`src/rtl/if_fetch_unit.sv`:
```
// rtl/if_fetch_unit.sv - RV32I instruction-fetch front end feeding the IF/ID register
// Issues in-order imem requests, pairs responses with their PCs and honours stall/redirect.
module if_fetch_unit #(
  parameter logic [31:0] RESET_PC = 32'h0000_0000,
  parameter int          DEPTH    = 2
) (
  input  logic        clk,
  input  logic        reset,
  output logic        imem_req,
  output logic [31:0] imem_addr,
  input  logic        imem_gnt,
  input  logic        imem_rvalid,
  input  logic [31:0] imem_rdata,
  input  logic        stall,
  input  logic        redirect,
  input  logic [31:0] redirect_pc,
  output logic [31:0] InstrF,
  output logic [31:0] PCF,
  output logic [31:0] PCPlus4F,
  output logic        valid_f
);

  localparam int AW = $clog2(DEPTH);
  localparam int CW = AW + 1;
  localparam logic [CW:0]   DEPTH_W = DEPTH[CW:0];
  localparam logic [AW-1:0] PTR_ONE = {{(AW-1){1'b0}}, 1'b1};
  localparam logic [CW-1:0] CNT_ONE = {{(CW-1){1'b0}}, 1'b1};

  logic          started_q;
  logic [31:0]   pc_q;
  logic [CW-1:0] outstanding_q;
  logic [CW-1:0] drop_q;

  // PCs of granted requests whose responses will be kept
  logic [31:0]   pcq_mem [DEPTH];
  logic [AW-1:0] pcq_wr;
  logic [AW-1:0] pcq_rd;

  logic [31:0]   ib_instr [DEPTH];
  logic [31:0]   ib_pc    [DEPTH];
  logic [AW-1:0] ib_wr;
  logic [AW-1:0] ib_rd;
  logic [CW-1:0] ib_cnt;

  logic          rsp_ok;
  logic          drop_rsp;
  logic          keep_rsp;
  logic          pop;
  logic          grant;
  logic [CW:0]   occ;
  logic [31:0]   redirect_base;

  assign redirect_base = redirect_pc & 32'hFFFF_FFFC;
  assign rsp_ok        = imem_rvalid & (outstanding_q != '0);
  assign drop_rsp      = rsp_ok & (drop_q != '0);
  assign keep_rsp      = rsp_ok & (drop_q == '0);
  assign valid_f       = (ib_cnt != '0);
  assign pop           = valid_f & ~stall;

  // A head leaving this cycle frees its slot, so back-to-back fetch is sustained at DEPTH=2
  assign occ      = {1'b0, outstanding_q} + {1'b0, ib_cnt} - {{CW{1'b0}}, pop};
  assign imem_req = started_q & ~redirect & (occ < DEPTH_W);
  assign grant    = imem_req & imem_gnt;
  assign imem_addr = pc_q;

  assign InstrF   = valid_f ? ib_instr[ib_rd]         : 32'h0;
  assign PCF      = valid_f ? ib_pc[ib_rd]            : 32'h0;
  assign PCPlus4F = valid_f ? (ib_pc[ib_rd] + 32'd4)  : 32'h0;

  always_ff @(posedge clk or negedge reset) begin
    if (!reset) begin
      started_q     <= 1'b0;
      pc_q          <= RESET_PC;
      outstanding_q <= '0;
      drop_q        <= '0;
      pcq_wr        <= '0;
      pcq_rd        <= '0;
      ib_wr         <= '0;
      ib_rd         <= '0;
      ib_cnt        <= '0;
    end else begin
      started_q     <= 1'b1;
      outstanding_q <= outstanding_q + {{AW{1'b0}}, grant} - {{AW{1'b0}}, rsp_ok};
      if (redirect) begin
        // Whatever is still in flight after this cycle belongs to the old path
        pc_q   <= redirect_base;
        drop_q <= outstanding_q - {{AW{1'b0}}, rsp_ok};
        pcq_wr <= '0;
        pcq_rd <= '0;
        ib_wr  <= '0;
        ib_rd  <= '0;
        ib_cnt <= '0;
      end else begin
        if (grant) begin
          pc_q   <= pc_q + 32'd4;
          pcq_wr <= pcq_wr + PTR_ONE;
        end
        if (drop_rsp) begin
          drop_q <= drop_q - CNT_ONE;
        end
        if (keep_rsp) begin
          pcq_rd <= pcq_rd + PTR_ONE;
          ib_wr  <= ib_wr + PTR_ONE;
        end
        if (pop) begin
          ib_rd <= ib_rd + PTR_ONE;
        end
        ib_cnt <= ib_cnt + {{AW{1'b0}}, keep_rsp} - {{AW{1'b0}}, pop};
      end
    end
  end

  always_ff @(posedge clk) begin
    if (grant) begin
      pcq_mem[pcq_wr] <= pc_q;
    end
    if (keep_rsp & ~redirect) begin
      ib_instr[ib_wr] <= imem_rdata;
      ib_pc[ib_wr]    <= pcq_mem[pcq_rd];
    end
  end

endmodule
```
`config.mk`:
```
export PLATFORM = sky130hd
export DESIGN_NAME = if_fetch_unit
export DESIGN_NICKNAME = d
export VERILOG_FILES = /design/src/rtl/if_fetch_unit.sv
export SDC_FILE = /design/constraint.sdc
export NUM_CORES = 1
export LEC_CHECK = 0
export ABC_AREA = 0
export ABC_CLOCK_PERIOD_IN_PS = 8300
export CAP_MARGIN = 20
export CORE_MARGIN = 1
export CORE_UTILIZATION = 45
export CTS_BUF_LIST = sky130_fd_sc_hd__clkbuf_2 sky130_fd_sc_hd__clkbuf_4 sky130_fd_sc_hd__clkbuf_8
export DETAILED_ROUTE_END_ITERATION = 10
export PLACE_DENSITY = 0.71
export SYNTH_ARGS = -nofsm -noshare
export SYNTH_HDL_FRONTEND = slang
export SYNTH_SLANG_ARGS = --single-unit
```
`constraint.sdc`:
```
create_clock -name clk -period 8.3 [get_ports clk]
set_input_delay 1.66 -clock clk [delete_from_list [all_inputs] [get_ports clk]]
set_output_delay 1.66 -clock clk [all_outputs]
set_load 0.1 [all_outputs]
```
==> flow_metrics.tcl <==
set metrics [dict create \
    grt_overflow_total 0 \
    ctsHoldBuffers 0 \
    antenna_cells 0 \
    ant_nets 0 \
    peakVddDrop_mv 0.1602 \
    combPwrFrac_pct 44.5 \
    cts_tree "yes" \
    tightest_slew_ns 1.029 \
    grt_first_pass_wirelength_mm 36.43 \
    p_per_area_nw_per_um2 329.7 \
    intPower_mw 2.397 \
    die_area_sq_um 23660 \
    ctsRootBufferMaster "clkbuf_8" \
    start_util_pct 45.81 \
    rows 55 \
    finalClockSkew_ns 0.01619 \
    cp_max_fo 67 \
    yosys_register_bits 225 \
    ys_seq_area_share_pct 63.16 \
    dr.pass1.iters 8 \
    drc_errors 4 \
    worst_ep_required_time_ns 6.64 \
    crit_type "flip-flop to primary output" \
    grt.total_usage_pct 19.52 \
    synth-adder-area-share_pct 1.279 \
    cp_cell_sequence "mux2_2, ha_1, nand4_1, a22oi_1, nand3_2, nor3b_1, mux2_2, clkdlybuf4s50_1" \
    power_switching_mw 1.972 \
    gp_congestion 0.8333 \
    drt_iter0_drc 403 \
    cts.sinks 225 \
    cp.arrival_ns 4.71 \
    syn_to_final_growth_pct 27.77 \
    critical_path_buf_inv_count 1 \
    r2r_start "ib_cnt[1]$_DFF_PN0_" \
    max_cap_viol_count 0 \
    cts_max_level 2 \
    wl_mm 23.06 \
    cts_buffers 38 \
    drive_gt1_share_pct 12.81 \
    hold_class "flip-flop to flip-flop" \
    die_y_um 153.8 \
    timing.fmax_ghz 0.1571 \
    synth.avg_cell_area_sq_um 13.08 \
    rsz0062_at_grt "false" \
    synth-compound-area-share_pct 6.707 \
    synth_edf_count 184 \
    start_kind "flip-flop" \
    grt_pass1_vias 6796 \
    whs_path_depth 1 \
    yosys.area_share.simple_pct 13.88 \
    final-setup-viol-count 0 \
    crit_slowest_cell "clkdlybuf4s50_1" \
    swShare_pct 45.14 \
    viasPerCell 5.341 \
    violations "design-rule violations" \
    synthCells 793 \
    final_cell_mix "clkdlybuf4s50_1, edfxtp_1, nor2_1, nand2_1, mux2i_1" \
    synthArstFlopShare_pct 18.22 \
    period_share_pct 76.70 \
    timing.final.crit_period_ns 6.366 \
    critPathMaxStageDelay_ns 1.12 \
    hold-worst-slack_ns 0.5431 \
    slew_headroom_pct 31.17 \
    synth_area_sq_um 10370 \
    crit_top_cell "mux2_2" \
    portBuffers 191 \
    drt-wirelength-per-cell_um 17.63 \
    power.share.clock_pct 21.5 \
    synth_top_family_by_area "simple AND/OR/NAND/NOR gates" \
    finalSetupTns_ns 0 \
    crit_family "buffers and inverters" \
    synth.area.mux_share_pct 9.903 \
    endpoint_kind "primary output" \
    power.share.sequential_pct 34.0 \
    finalHoldViolations 0 \
    grt_max_degree 81 \
    clock_latency_ns 0.52 \
    pin_count 200 \
    min_from "outstanding_q[1]$_DFF_PN0_" \
    synthFlopType "edfxtp_1" \
    leakagePower_nw 4.577 \
    vias 6986 \
    status "finished with violations" \
    die_x_um 153.8 \
    crit_cells 8 \
    crit_start "ib_rd$_DFFE_PN0P_" \
    yosysWarnings 0 \
    postCtsSetupRepairBufs 0 \
    reg2reg_depth 8 \
    final_max_slew_viol_count 0 \
    nNetsFinal 1076 \
    antenna_found_initial 0 \
    cts.path.max_buffers 3 \
    core-area_sq_um 22640 \
    postCtsResizedCells 0 \
    ys_types 67 \
    dp_hpwl_mm 15.42 \
    path_clk_slew_ns 0.06 \
    synth_xor_area_share_pct 2.364 \
    layout_commonest_cell "clkdlybuf4s50_1" \
    total_power_mw 4.369 \
]
## per-layer routing
metal	GRT usage [%]	wire (um)	vias up
met1	26.88	10720	3308
met5	0	0	-
met4	5.381	354	0
met3	4.538	1571	30
met2	31.02	10410	267
li1	-	-	3381
## sequential cells by signal, summed over array words and instances, names as in the netlist, 2 cells and up
signal and count:
ib_instr 64, pcq_mem 60, imem_addr 30, drop_q 2, ib_cnt 2, ib_pc 60
outstanding_q 2
## through the flow
stage | setup WS (ns) | instance area, sq um | instances | util [%]
3_3_place_gp | 2.063 | 12520 | 1241 | 55.30
2_1_floorplan | 1.109 | 10390 | 798 | -
5_1_grt | 1.632 | 13250 | 1308 | 58.54
6_report | 1.934 | 13250 | 1308 | 58.54
3_5_place_dp | 2.006 | 12520 | 1241 | 55.30
4_1_cts | 1.842 | 13250 | 1308 | 58.54
## worst register-to-register path: stages, from the launching register on
cell and delay (ns):
dfrtp_1 0.43, inv_1 0.08, nor3_1 0.33, o21ai_0 0.19, fa_1 0.50, nor2b_1 0.15, and4_1 0.77, inv_1 0.60
nor2_4 0.82
## area by class of cell
type	count	area, sq um
tap	285	356.6
inverter	15	56.30
multi-input combinational	518	3592
clock buffer	58	691.9
sequential	225	6555
fill	1807	9388
clock inverter	9	41.29
timing repair buffer	198	1959
## cells by family after synthesis
family	count (synthesis)
XOR/XNOR	28
multiplexers	98
flip-flops	225
AO/OA/AOI/OAI	93
buffers and inverters	55
AND/OR/NAND/NOR	282
adder cells (fa/ha/maj)	10
other	2
## final timing paths
check                                                  end  slack [ns]
worst max-delay path                          PCPlus4F[20]        1.93
worst min-delay path            outstanding_q[1]$_DFF_PN0_        0.54
worst max register to register    pcq_mem[0][20]$_DFFE_PP_        4.05
worst min register to register  outstanding_q[1]$_DFF_PN0_        0.54
max in group asynchronous                ib_rd$_DFFE_PN0P_        6.30
min in group asynchronous        imem_addr[26]$_DFFE_PN0P_        1.29
## cells in the mapped netlist, types with 3 or more instances
| cell type | n | share of area, % |
|---|---|---|
| a21o_1 | 3 | 0.22 |
| a21oi_1 | 8 | 0.39 |
| a221o_1 | 5 | 0.48 |
| a22oi_1 | 3 | 0.22 |
| a22oi_2 | 4 | 0.48 |
| a31o_2 | 3 | 0.25 |
| and2_1 | 9 | 0.54 |
| and3_1 | 4 | 0.24 |
| buf_1 | 4 | 0.14 |
| buf_2 | 5 | 0.24 |
| buf_4 | 14 | 1.0 |
| clkbuf_1 | 16 | 0.58 |
| dfrtp_1 | 41 | 9.9 |
| edfxtp_1 | 184 | 53 |
| ha_1 | 9 | 1.1 |
| inv_1 | 15 | 0.54 |
| mux2_2 | 36 | 3.9 |
| mux2i_1 | 61 | 5.9 |
| nand2_1 | 61 | 2.2 |
| nand3_1 | 39 | 1.9 |
| nand3b_1 | 8 | 0.58 |
| nand4_1 | 18 | 1.1 |
| nand4b_1 | 4 | 0.34 |
| nor2_1 | 98 | 3.5 |
| nor2b_1 | 4 | 0.24 |
| nor3_1 | 8 | 0.39 |
| nor3b_1 | 3 | 0.22 |
| nor4_1 | 5 | 0.30 |
| o211ai_1 | 13 | 0.94 |
| o21ai_0 | 21 | 1.0 |
| o311ai_0 | 6 | 0.51 |
| o31ai_1 | 6 | 0.43 |
| or4_1 | 3 | 0.22 |
| xnor2_1 | 18 | 1.5 |
| xor2_1 | 10 | 0.84 |
## power by group through the flow
stage	clock network [mW]	registers, mW	logic, mW
after floorplan	0	1.59	1.43
after global placement	0	1.50	1.94
after detailed placement	0	1.51	1.95
after CTS	0.973	1.49	1.95
after global routing	1.02	1.50	2.03
final	0.939	1.49	1.94
Power figures use the tool's default switching activity.
